<file path="src/rtl/flow_ctrl.sv">
// flow_ctrl -- pipeline flow controller.
//
// Each cycle it decides the redirect (jump_flag_o / jump_addr_o) and the hold
// level (hold_flag_o) seen by pc_reg, if_id and id_ex. It merges redirects
// from execute and the interrupt controller, merges stall requests from
// execute, the bus arbiter and the interrupt controller, and runs the debugger
// halt / drain / resume sequence. Interrupts that arrive while halted are
// remembered and issued on resume. A watchdog flags bus stalls that never end.
//
// Ports:
//   clk, rst                 core clock, asynchronous active-low reset
//   jump_flag_ex_i/addr      execute redirect request and target
//   int_assert_i/int_addr_i  clint redirect pulse and target
//   hold_flag_ex_i           execute multi-cycle stall
//   hold_flag_rib_i          bus arbiter stall
//   hold_flag_clint_i        clint CSR-write stall
//   jtag_halt_i              debugger halt request (level)
//   jtag_reset_flag_i        debugger synchronous core reset
//   jump_flag_o/jump_addr_o  redirect to pc_reg (address is 0 when no redirect)
//   hold_flag_o              0 none, 1 Hold_Pc, 2 Hold_If, 3 Hold_Id
//   halted_o                 core halted acknowledge
//   bus_timeout_o            one-cycle pulse when a bus stall lasts too long
module flow_ctrl #(
   parameter int unsigned DRAIN_CYCLES = 3,
   parameter int unsigned BUS_TIMEOUT  = 256
) (
   input  logic        clk,
   input  logic        rst,
   input  logic        jump_flag_ex_i,
   input  logic [31:0] jump_addr_ex_i,
   input  logic        int_assert_i,
   input  logic [31:0] int_addr_i,
   input  logic        hold_flag_ex_i,
   input  logic        hold_flag_rib_i,
   input  logic        hold_flag_clint_i,
   input  logic        jtag_halt_i,
   input  logic        jtag_reset_flag_i,
   output logic        jump_flag_o,
   output logic [31:0] jump_addr_o,
   output logic [2:0]  hold_flag_o,
   output logic        halted_o,
   output logic        bus_timeout_o
);

   typedef enum logic [1:0] {
      ST_RUN    = 2'd0,
      ST_DRAIN  = 2'd1,
      ST_HALTED = 2'd2,
      ST_RESUME = 2'd3
   } state_t;

   localparam logic [2:0]  HOLD_NONE  = 3'd0;
   localparam logic [2:0]  HOLD_PC    = 3'd1;
   localparam logic [2:0]  HOLD_ID    = 3'd3;
   localparam logic [3:0]  DRAIN_LOAD = 4'(DRAIN_CYCLES - 1);
   localparam logic [15:0] WD_LAST    = 16'(BUS_TIMEOUT - 1);
   localparam logic [15:0] WD_SAT     = 16'(BUS_TIMEOUT);

   state_t      state_r, state_s;
   logic [3:0]  drain_cnt_r, drain_cnt_s;
   logic        int_pend_r, int_pend_s;
   logic [31:0] pend_addr_r, pend_addr_s;
   logic [15:0] wd_cnt_r;
   logic        bus_timeout_r;
   logic [2:0]  fsm_level_s;
   logic [2:0]  req_level_s;

   function automatic logic [2:0] max_level(input logic [2:0] a, input logic [2:0] b);
      return (a > b) ? a : b;
   endfunction

   // FSM, drain counter and pending-interrupt registers.
   always_ff @(posedge clk or negedge rst) begin
      if (!rst) begin
         state_r     <= ST_RUN;
         drain_cnt_r <= 4'd0;
         int_pend_r  <= 1'b0;
         pend_addr_r <= 32'd0;
      end else begin
         state_r     <= state_s;
         drain_cnt_r <= drain_cnt_s;
         int_pend_r  <= int_pend_s;
         pend_addr_r <= pend_addr_s;
      end
   end

   // Next-state logic for the halt sequence and the interrupt latch.
   always_comb begin
      state_s     = state_r;
      drain_cnt_s = drain_cnt_r;
      int_pend_s  = int_pend_r;
      pend_addr_s = pend_addr_r;
      if (jtag_reset_flag_i) begin
         state_s     = ST_RUN;
         drain_cnt_s = 4'd0;
         int_pend_s  = 1'b0;
      end else begin
         case (state_r)
            ST_RUN: begin
               if (jtag_halt_i) begin
                  state_s     = ST_DRAIN;
                  drain_cnt_s = DRAIN_LOAD;
               end else begin
                  state_s     = ST_RUN;
               end
            end
            ST_DRAIN: begin
               // A withdrawn halt aborts the drain before the counter matters.
               if (!jtag_halt_i) begin
                  state_s     = ST_RUN;
                  drain_cnt_s = 4'd0;
               end else if (drain_cnt_r == 4'd0) begin
                  state_s     = ST_HALTED;
               end else begin
                  drain_cnt_s = drain_cnt_r - 4'd1;
               end
            end
            ST_HALTED: begin
               // The newest interrupt target wins if several arrive while halted.
               if (int_assert_i) begin
                  int_pend_s  = 1'b1;
                  pend_addr_s = int_addr_i;
               end else begin
                  int_pend_s  = int_pend_r;
               end
               if (!jtag_halt_i) begin
                  state_s = ST_RESUME;
               end else begin
                  state_s = ST_HALTED;
               end
            end
            ST_RESUME: begin
               state_s    = ST_RUN;
               int_pend_s = 1'b0;
            end
            default: begin
               state_s     = ST_RUN;
               drain_cnt_s = 4'd0;
               int_pend_s  = 1'b0;
            end
         endcase
      end
   end

   // Redirect selection, hold merge and halt acknowledge.
   always_comb begin
      jump_flag_o = 1'b0;
      jump_addr_o = 32'd0;
      fsm_level_s = HOLD_NONE;
      halted_o    = 1'b0;
      case (state_r)
         ST_RUN, ST_DRAIN: begin
            fsm_level_s = (state_r == ST_DRAIN) ? HOLD_PC : HOLD_NONE;
            // clint has already captured the epc, so its target beats execute.
            if (int_assert_i) begin
               jump_flag_o = 1'b1;
               jump_addr_o = int_addr_i;
            end else if (jump_flag_ex_i) begin
               jump_flag_o = 1'b1;
               jump_addr_o = jump_addr_ex_i;
            end else begin
               jump_flag_o = 1'b0;
            end
         end
         ST_HALTED: begin
            fsm_level_s = HOLD_ID;
            halted_o    = 1'b1;
         end
         ST_RESUME: begin
            if (int_assert_i) begin
               jump_flag_o = 1'b1;
               jump_addr_o = int_addr_i;
            end else if (int_pend_r) begin
               jump_flag_o = 1'b1;
               jump_addr_o = pend_addr_r;
            end else if (jump_flag_ex_i) begin
               jump_flag_o = 1'b1;
               jump_addr_o = jump_addr_ex_i;
            end else begin
               jump_flag_o = 1'b0;
            end
         end
         default: begin
            fsm_level_s = HOLD_NONE;
         end
      endcase

      req_level_s = max_level((hold_flag_ex_i | hold_flag_clint_i) ? HOLD_ID : HOLD_NONE,
                              hold_flag_rib_i ? HOLD_PC : HOLD_NONE);
      hold_flag_o = max_level(req_level_s, fsm_level_s);

      // A debugger reset freezes the whole front end and suppresses redirects.
      if (jtag_reset_flag_i) begin
         jump_flag_o = 1'b0;
         jump_addr_o = 32'd0;
         hold_flag_o = HOLD_ID;
      end else begin
         hold_flag_o = hold_flag_o;
      end
   end

   // Bus watchdog: counts consecutive bus-hold cycles, pulses once, then saturates.
   always_ff @(posedge clk or negedge rst) begin
      if (!rst) begin
         wd_cnt_r      <= 16'd0;
         bus_timeout_r <= 1'b0;
      end else if (jtag_reset_flag_i) begin
         wd_cnt_r      <= 16'd0;
         bus_timeout_r <= 1'b0;
      end else if (hold_flag_rib_i) begin
         bus_timeout_r <= (wd_cnt_r == WD_LAST);
         if (wd_cnt_r < WD_SAT) begin
            wd_cnt_r <= wd_cnt_r + 16'd1;
         end else begin
            wd_cnt_r <= wd_cnt_r;
         end
      end else begin
         wd_cnt_r      <= 16'd0;
         bus_timeout_r <= 1'b0;
      end
   end

   assign bus_timeout_o = bus_timeout_r;

endmodule

</file>
<file path="config.mk">
export PLATFORM = sky130hd
export DESIGN_NAME = flow_ctrl
export DESIGN_NICKNAME = d
export VERILOG_FILES = /design/src/rtl/flow_ctrl.sv
export SDC_FILE = /design/constraint.sdc
export NUM_CORES = 1
export LEC_CHECK = 0
export CAP_MARGIN = 20
export CORE_AREA = 2 2 91 93
export CTS_CLUSTER_DIAMETER = 150
export CTS_CLUSTER_SIZE = 12
export DETAILED_ROUTE_END_ITERATION = 8
export DIE_AREA = 0 0 93 95
export PLACE_DENSITY = 0.79
export SETUP_SLACK_MARGIN = 0.1
export SYNTH_ARGS = -nofsm -noshare
export SYNTH_HDL_FRONTEND = slang
export SYNTH_SLANG_ARGS = --single-unit
</file>
<file path="constraint.sdc">
create_clock -name clk -period 4.48 [get_ports clk]
set_input_delay 0.896 -clock clk [delete_from_list [all_inputs] [get_ports clk]]
set_output_delay 0.896 -clock clk [all_outputs]
set_load 0.1 [all_outputs]
</file>
==> results of run 1 <==
==> sequential cells by signal (all words and copies together), names as in the netlist <==
signal / count
int_pend_r: 1
wd_cnt_r: 16
pend_addr_r: 32
state_r: 2
drain_cnt_r: 4
bus_timeout_o: 1
==> path summary, 6_finish.rpt <==
kind	to	slack, ps
worst max register to register	drain_cnt_r[1]$_DFFE_PN0P_	2620
max in group asynchronous	pend_addr_r[30]$_DFFE_PN0P_	3080
worst min-delay path	pend_addr_r[2]$_DFFE_PN0P_	520
min in group clk	wd_cnt_r[10]$_DFFE_PN0P_	530
worst min register to register	wd_cnt_r[10]$_DFFE_PN0P_	530
worst max-delay path	jump_addr_o[23]	580
==> layout make-up <==
type	count	area (sq um)
flip-flops and latches	56	1400
clock inverters	2	13.8
well taps	105	131
multi-input cells	235	1940
clock buffers	6	82.6
fillers	602	2850
inverters	11	41.3
repair buffers	117	1470
==> synthesized netlist by cell type, types with 3 or more instances <==
master,instances
mux2i_1,4
nor2b_1,3
nand3_1,7
nor3_1,31
mux2_2,32
and2_1,9
dfrtp_1,56
nand2b_1,6
nand2_1,11
a21oi_1,6
o21ai_0,4
o311ai_0,3
buf_2,7
ha_1,11
clkbuf_1,18
nor2_1,4
clkbuf_8,3
o22ai_2,5
a221oi_1,31
inv_1,10
nor4_1,5
o31ai_1,3
o22ai_1,27
or3_1,3
nor4b_1,3
==> power groups by stage <==
stage | logic, mW | registers [mW] | clock network [mW]
global route | 0.743 | 0.731 | 0.325
detailed placement | 0.707 | 0.723 | 0
global placement | 0.694 | 0.712 | 0
CTS | 0.710 | 0.713 | 0.305
finish | 0.705 | 0.716 | 0.297
floorplan | 0.453 | 0.702 | 0
==> routing by layer <==
| layer | vias to the layer above | routed length (um) |
|---|---|---|
| met5 | - | 0 |
| met4 | 0 | 86 |
| met3 | 7 | 931 |
| met2 | 176 | 4670 |
| met1 | 1585 | 4370 |
| li1 | 1498 | - |
==> worst max-delay path, delay by kind of cell <==
family / cells / cell delay [ps]
buffers and inverters: 2 / 600
and+or+nand+nor: 2 / 1160
AOI/OAI and AO/OA: 1 / 330
==> logic make-up after synthesis <==
group	after synthesis	share of synthesized area [%]
adder cells (fa/ha/maj)	11	4.01
AND/OR/NAND/NOR	93	16.1
buffers and inverters	41	5.84
flip-flops	56	40.9
multiplexers	36	11.7
other	1	0.109
AO/OA/AOI/OAI	94	21.4
==> impl_results.md, run 1 <==
* CTS Buf Count at 5
* Vias in the first global route at 3202
* CP required at 3580 ps
* Comb pwr share at 41.0%
* Met3 usage at 5.03%
* Worst-Margin Slew at 969 ps
* WL per Instance at 18.9 um
* Drt total wl at 10.1 mm
* P&R area growth vs syn at 48.2%
* Synthesized area at 3430 sq um
* DRC Markers at 0
* Sequential share of the synthesized area at 40.9%
* Vias at 3266
* DRT iter0 DRCs at 241
* Main synth FF type: dfrtp_1
* Final hold slack at 521 ps
* Port Buf Inserts at 109
* Status: finished, final reports clean
* Die Y at 95 um
* Fmax at 256 MHz
* RSZ-0062 raised after global routing: false
* Power per cell area at 338 nW/um^2
* CTS Hold Bufs at 0
* Post-synth EDFFs at 0
* Router iterations before antenna repair at 5
* Design Area, Final at 5080 sq um
* Max Slew Vio Count at 0
* Critical path origin: int_assert_i
* Crit-path slowest cell: or4b_2
* Gr ovfl total at 0
* M1 GR Usage at 30.8%
* DP Area at 4980 sq um
* Clock Latency Late Sink at 320 ps
* Crit Path Class: input port to output port
* Setup Fix Bufs, Post-CTS at 0
* Dpl ws at 614 ps
* Number of diodes at 0
* Dominant cells by area after synthesis: dfrtp_1 (41%), mux2_2 (11%), a221oi_1 (7.9%)
* Gpl congestion at 0.830
* #FFs+latches synth at 56
* NetSw at 658 uW
* Layout Nets at 510
* I/O pins at 111
* CP Cell Sequence: clkdlybuf4s50_1 -> or4b_2 -> o22ai_1 -> nor3_2 -> buf_12
* VDD IR max at 147 uV
* Final ANT Viol Nets at 0
* Gr usage total at 23.0%
* Initial antenna violation count at 0
* Die Wd at 93 um
* GRT met2 Usage at 38.5%
* Critical Path AT at 3010 ps
* Area of the die at 8840 sq um
* Worst Setup Start Kind: input port
* Kind of end point of the critical path: output port
* Most frequent cells in the layout: clkdlybuf4s50_1 (73), dfrtp_1 (56), buf_12 (33)
* Yosys warnings at 0
* Largest net degree at the start of global routing at 39
* Syn_nets at 416
* Worst Reg2Reg Path Length in Cells at 5
* Pint at 1.06 mW
* Setup TNS at 0 ps
* Flop pwr share at 41.7%
* Clock Power Share at 17.3%
* H-tree Lvls at 2
* Max_cap viols at 0
* R2R Path Start: drain_cnt_r[0]$_DFFE_PN0P_
* Initial Utilization at 43.3%
* Row cnt at 33
* Slew margin rel. at 35.2%
* Mapped Cells at 332
* HP Class: input port to async pin
* Non-filler cells in the finished layout at 532
* Commonest non-fill, non-tap cell in the layout: clkdlybuf4s50_1
* Core ar. at 7930 sq um
* Final clock skew at 9.30 ps
* Tcrit/Tclk final at 87.1%
* Minimum clock period at 3900 ps
* Vias/cell at 6.14
* Share of cells above drive strength 1 at 27.2%
* Root buffer cell: clkbuf_8
* Ys async rst share at 100%
* Final core utilization at 64.1%
* Pleak at 2.01 nW
* Clock buffer depth at 2
* Largest stage delay, worst path at 1050 ps
* HPWL after DPL at 6.84 mm
* Clock transition at the registers of the reported paths at 110 ps
* Syn Area/Cell at 10.3 sq um
* DP Cell Count at 524
* Sw Ratio at 38.3%
* CP Max Fanout at 31
* Top Usage Layer GRT: met2
* Total Power at 1.72 mW
* Final setup fails at 0
* Netlist cell types at 48
* Post_cts resized at 0
* # clock sinks at 56
* Area leader, netlist: dfrtp_1
* Global-route wire length before repair at 16.0 mm
* Area share of the largest cell type after synthesis at 40.9%
* CTS tree: yes
* Crit path setup slack, layout at 579 ps
* Final hold violation count at 0
No activity file was read; power rests on OpenSTA's default activity.
==> run 2, diff against run 1 <==
- CELL_PAD_IN_SITES_DETAIL_PLACEMENT: not set -> 0
- CELL_PAD_IN_SITES_GLOBAL_PLACEMENT: not set -> 2
- CORE_AREA: 2 2 91 93 -> 2 2 110 112
- DIE_AREA: 0 0 93 95 -> 0 0 112 114
- PLACE_DENSITY: 0.79 -> 0.86
==> run 2 against run 1 <==
  * Non-clock buffer count is the same
  * Sequential share of layout area shrank 0.57 points
  * Clock power grew 34%
  * Cell area grew 2.1%
  * Worst hold slack gained 4.8 ps
  * Via count shrank 2.8%
  * Die area grew 45%
  * Routed wire length grew 3.4%
==> impl_results.md, run 2 (synthesized netlist as in run 1, its figures left out) <==
* Router iterations before antenna repair at 4
* Largest register by flop count: pend_addr_r
* DP Area at 5040 sq um
* I/O pins at 111
* Crit path setup slack, layout at 564 ps
* Largest stage delay, worst path at 1060 ps
* H-tree Lvls at 2
* Delay-heaviest family, CP: simple AND/OR/NAND/NOR gates
* P&R area growth vs syn at 51.3%
* Max Slew Vio Count at 0
* Vias in the first global route at 3066
* Pleak at 2.03 nW
* Area of the die at 12800 sq um
* Most frequent cells in the layout: clkdlybuf4s50_1 (73), dfrtp_1 (56), buf_12 (33)
* Share of cells above drive strength 1 at 27.4%
* Clock transition at the registers of the reported paths at 70 ps
* Global-route wire length before repair at 16.3 mm
* Metal2 WL at 4.92 mm
* Initial Utilization at 29.3%
* Clock buffer depth at 2
* Gpl congestion at 0.792
* Final hold violation count at 0
* Die Wd at 112 um
* VDD IR max at 193 uV
* Area of the multi-input gates at 1940 sq um
* R2R Path Start: state_r[0]$_DFFE_PN0P_
* R2r setup slk at 2180 ps
* CP required at 3580 ps
* WP buf/inv at 2
* Layout Nets at 510
* Crit-path slowest cell: or4b_2
* Routed wl met3 at 536 um
* Reg-to-reg endpoint: pend_addr_r[3]$_DFFE_PN0P_
* HP Class: flop to flop
* Worst Hold End: wd_cnt_r[15]$_DFFE_PN0P_
* Commonest non-fill, non-tap cell in the layout: clkdlybuf4s50_1
* RSZ-0062 raised after global routing: false
* Gr ovfl total at 0
* # clock sinks at 56
* Clock Latency Late Sink at 290 ps
* Final ANT Viol Nets at 0
* Final clock skew at 11.8 ps
* Max_cap viols at 0
* Max layer used: met4
* Core ar. at 11700 sq um
* Register area at 1400 sq um
* Vias/cell at 5.53
* Post_cts resized at 0
* Tcrit/Tclk final at 87.4%
* Number of diodes at 0
* Worst Setup Start Kind: input port
* Biggest regs: pend_addr_r: 32 flops, wd_cnt_r: 16 flops, drain_cnt_r: 4 flops
* DRT iter0 DRCs at 313
* Die Y at 114 um
* Gr usage total at 15.9%
* Row cnt at 40
* Critical Path AT at 3020 ps
* Slew margin rel. at 35.0%
* Largest net degree at the start of global routing at 39
* CTS tree: yes
* HPWL after DPL at 6.86 mm
* Crit Path Class: input port to output port
* Max FFs per register at 32
* Hold path depth at 1
* Drt total wl at 10.4 mm
* Port Buf Inserts at 109
* CTS Buf Count at 5
* Root buffer cell: clkbuf_16
* Hold wc startpoint: wd_cnt_r[15]$_DFFE_PN0P_
* Final hold slack at 526 ps
* DRC Markers at 0
* Minimum clock period at 3920 ps
* WL per Instance at 18.1 um
* CP Cell Sequence: clkdlybuf4s50_1 -> or4b_2 -> o22ai_1 -> nor3_2 -> buf_12
* Met1 WL at 4.86 mm
* Final setup fails at 0
* Setup Fix Bufs, Post-CTS at 0
* Kind of end point of the critical path: output port
* Fmax at 255 MHz
* Initial antenna violation count at 0
* CP Max Fanout at 31
* Worst Reg2Reg Path Length in Cells at 4
* CTS Hold Bufs at 0
* Worst-Margin Slew at 974 ps
* Power per cell area at 350 nW/um^2
* # fillers at 1099
* Dpl ws at 543 ps
* Design Area, Final at 5190 sq um
* Status: finished, final reports clean
* Vias at 3176
## run 2: cell count changes in the layout (fill, tap and decap cells not counted)
cell	previous run	this run
clkbuf_8	6	0
clkbuf_16	0	5
clkinvlp_4	0	1
nand3_1	7	6
nand3_2	0	1
## run 2: worst reg2reg max path: stages, from the launching register on
cell and delay (ps):
dfrtp_1 420, inv_1 140, ha_1 270, nand3_2 770, mux2_2 590
## run 2: metal layers
layer / vias up / GRT usage [%]
li1: 1491 / -
met1: 1570 / 21.7
met2: 110 / 27.1
met3: 5 / 2.55
met4: 0 / 2.93
met5: - / 0
## run 2: through the flow
stage          TNS [ps]  power (mW)  utilization [%]  std cells
2_1_floorplan      -865        1.16                -        332
3_3_place_gp          0        1.42             43.1        566
3_5_place_dp          0        1.43             43.1        566
4_1_cts               0        1.83             44.3        574
5_1_grt               0        1.90             44.3        574
6_report              0        1.82             44.3        574
## run 2: worst max-delay path by stage
stage / slack, ps / depth (start not counted) / to / start
2_1_floorplan: -80 / 5 / jump_addr_o[27] / int_assert_i
3_3_place_gp: 600 / 5 / jump_addr_o[22] / int_assert_i
3_5_place_dp: 540 / 5 / jump_addr_o[24] / int_assert_i
4_1_cts: 540 / 5 / jump_addr_o[24] / int_assert_i
5_1_grt: 460 / 5 / jump_addr_o[13] / int_assert_i
6_report: 560 / 5 / jump_addr_o[24] / int_assert_i
## run 2: area by class of cell
class | instances | share of cell area [%]
clock buffer | 5 | 2.41
clock inverter | 3 | 0.410
inverter | 11 | 0.796
multi-input combinational | 235 | 37.5
sequential | 56 | 27.0
tap | 147 | 3.54
timing repair buffer | 117 | 28.4
## run 2: power by group
| part | internal, mW | switching, mW |
|---|---|---|
| clock | 0.209 | 0.188 |
| combinational | 0.310 | 0.395 |
| sequential | 0.624 | 0.0899 |
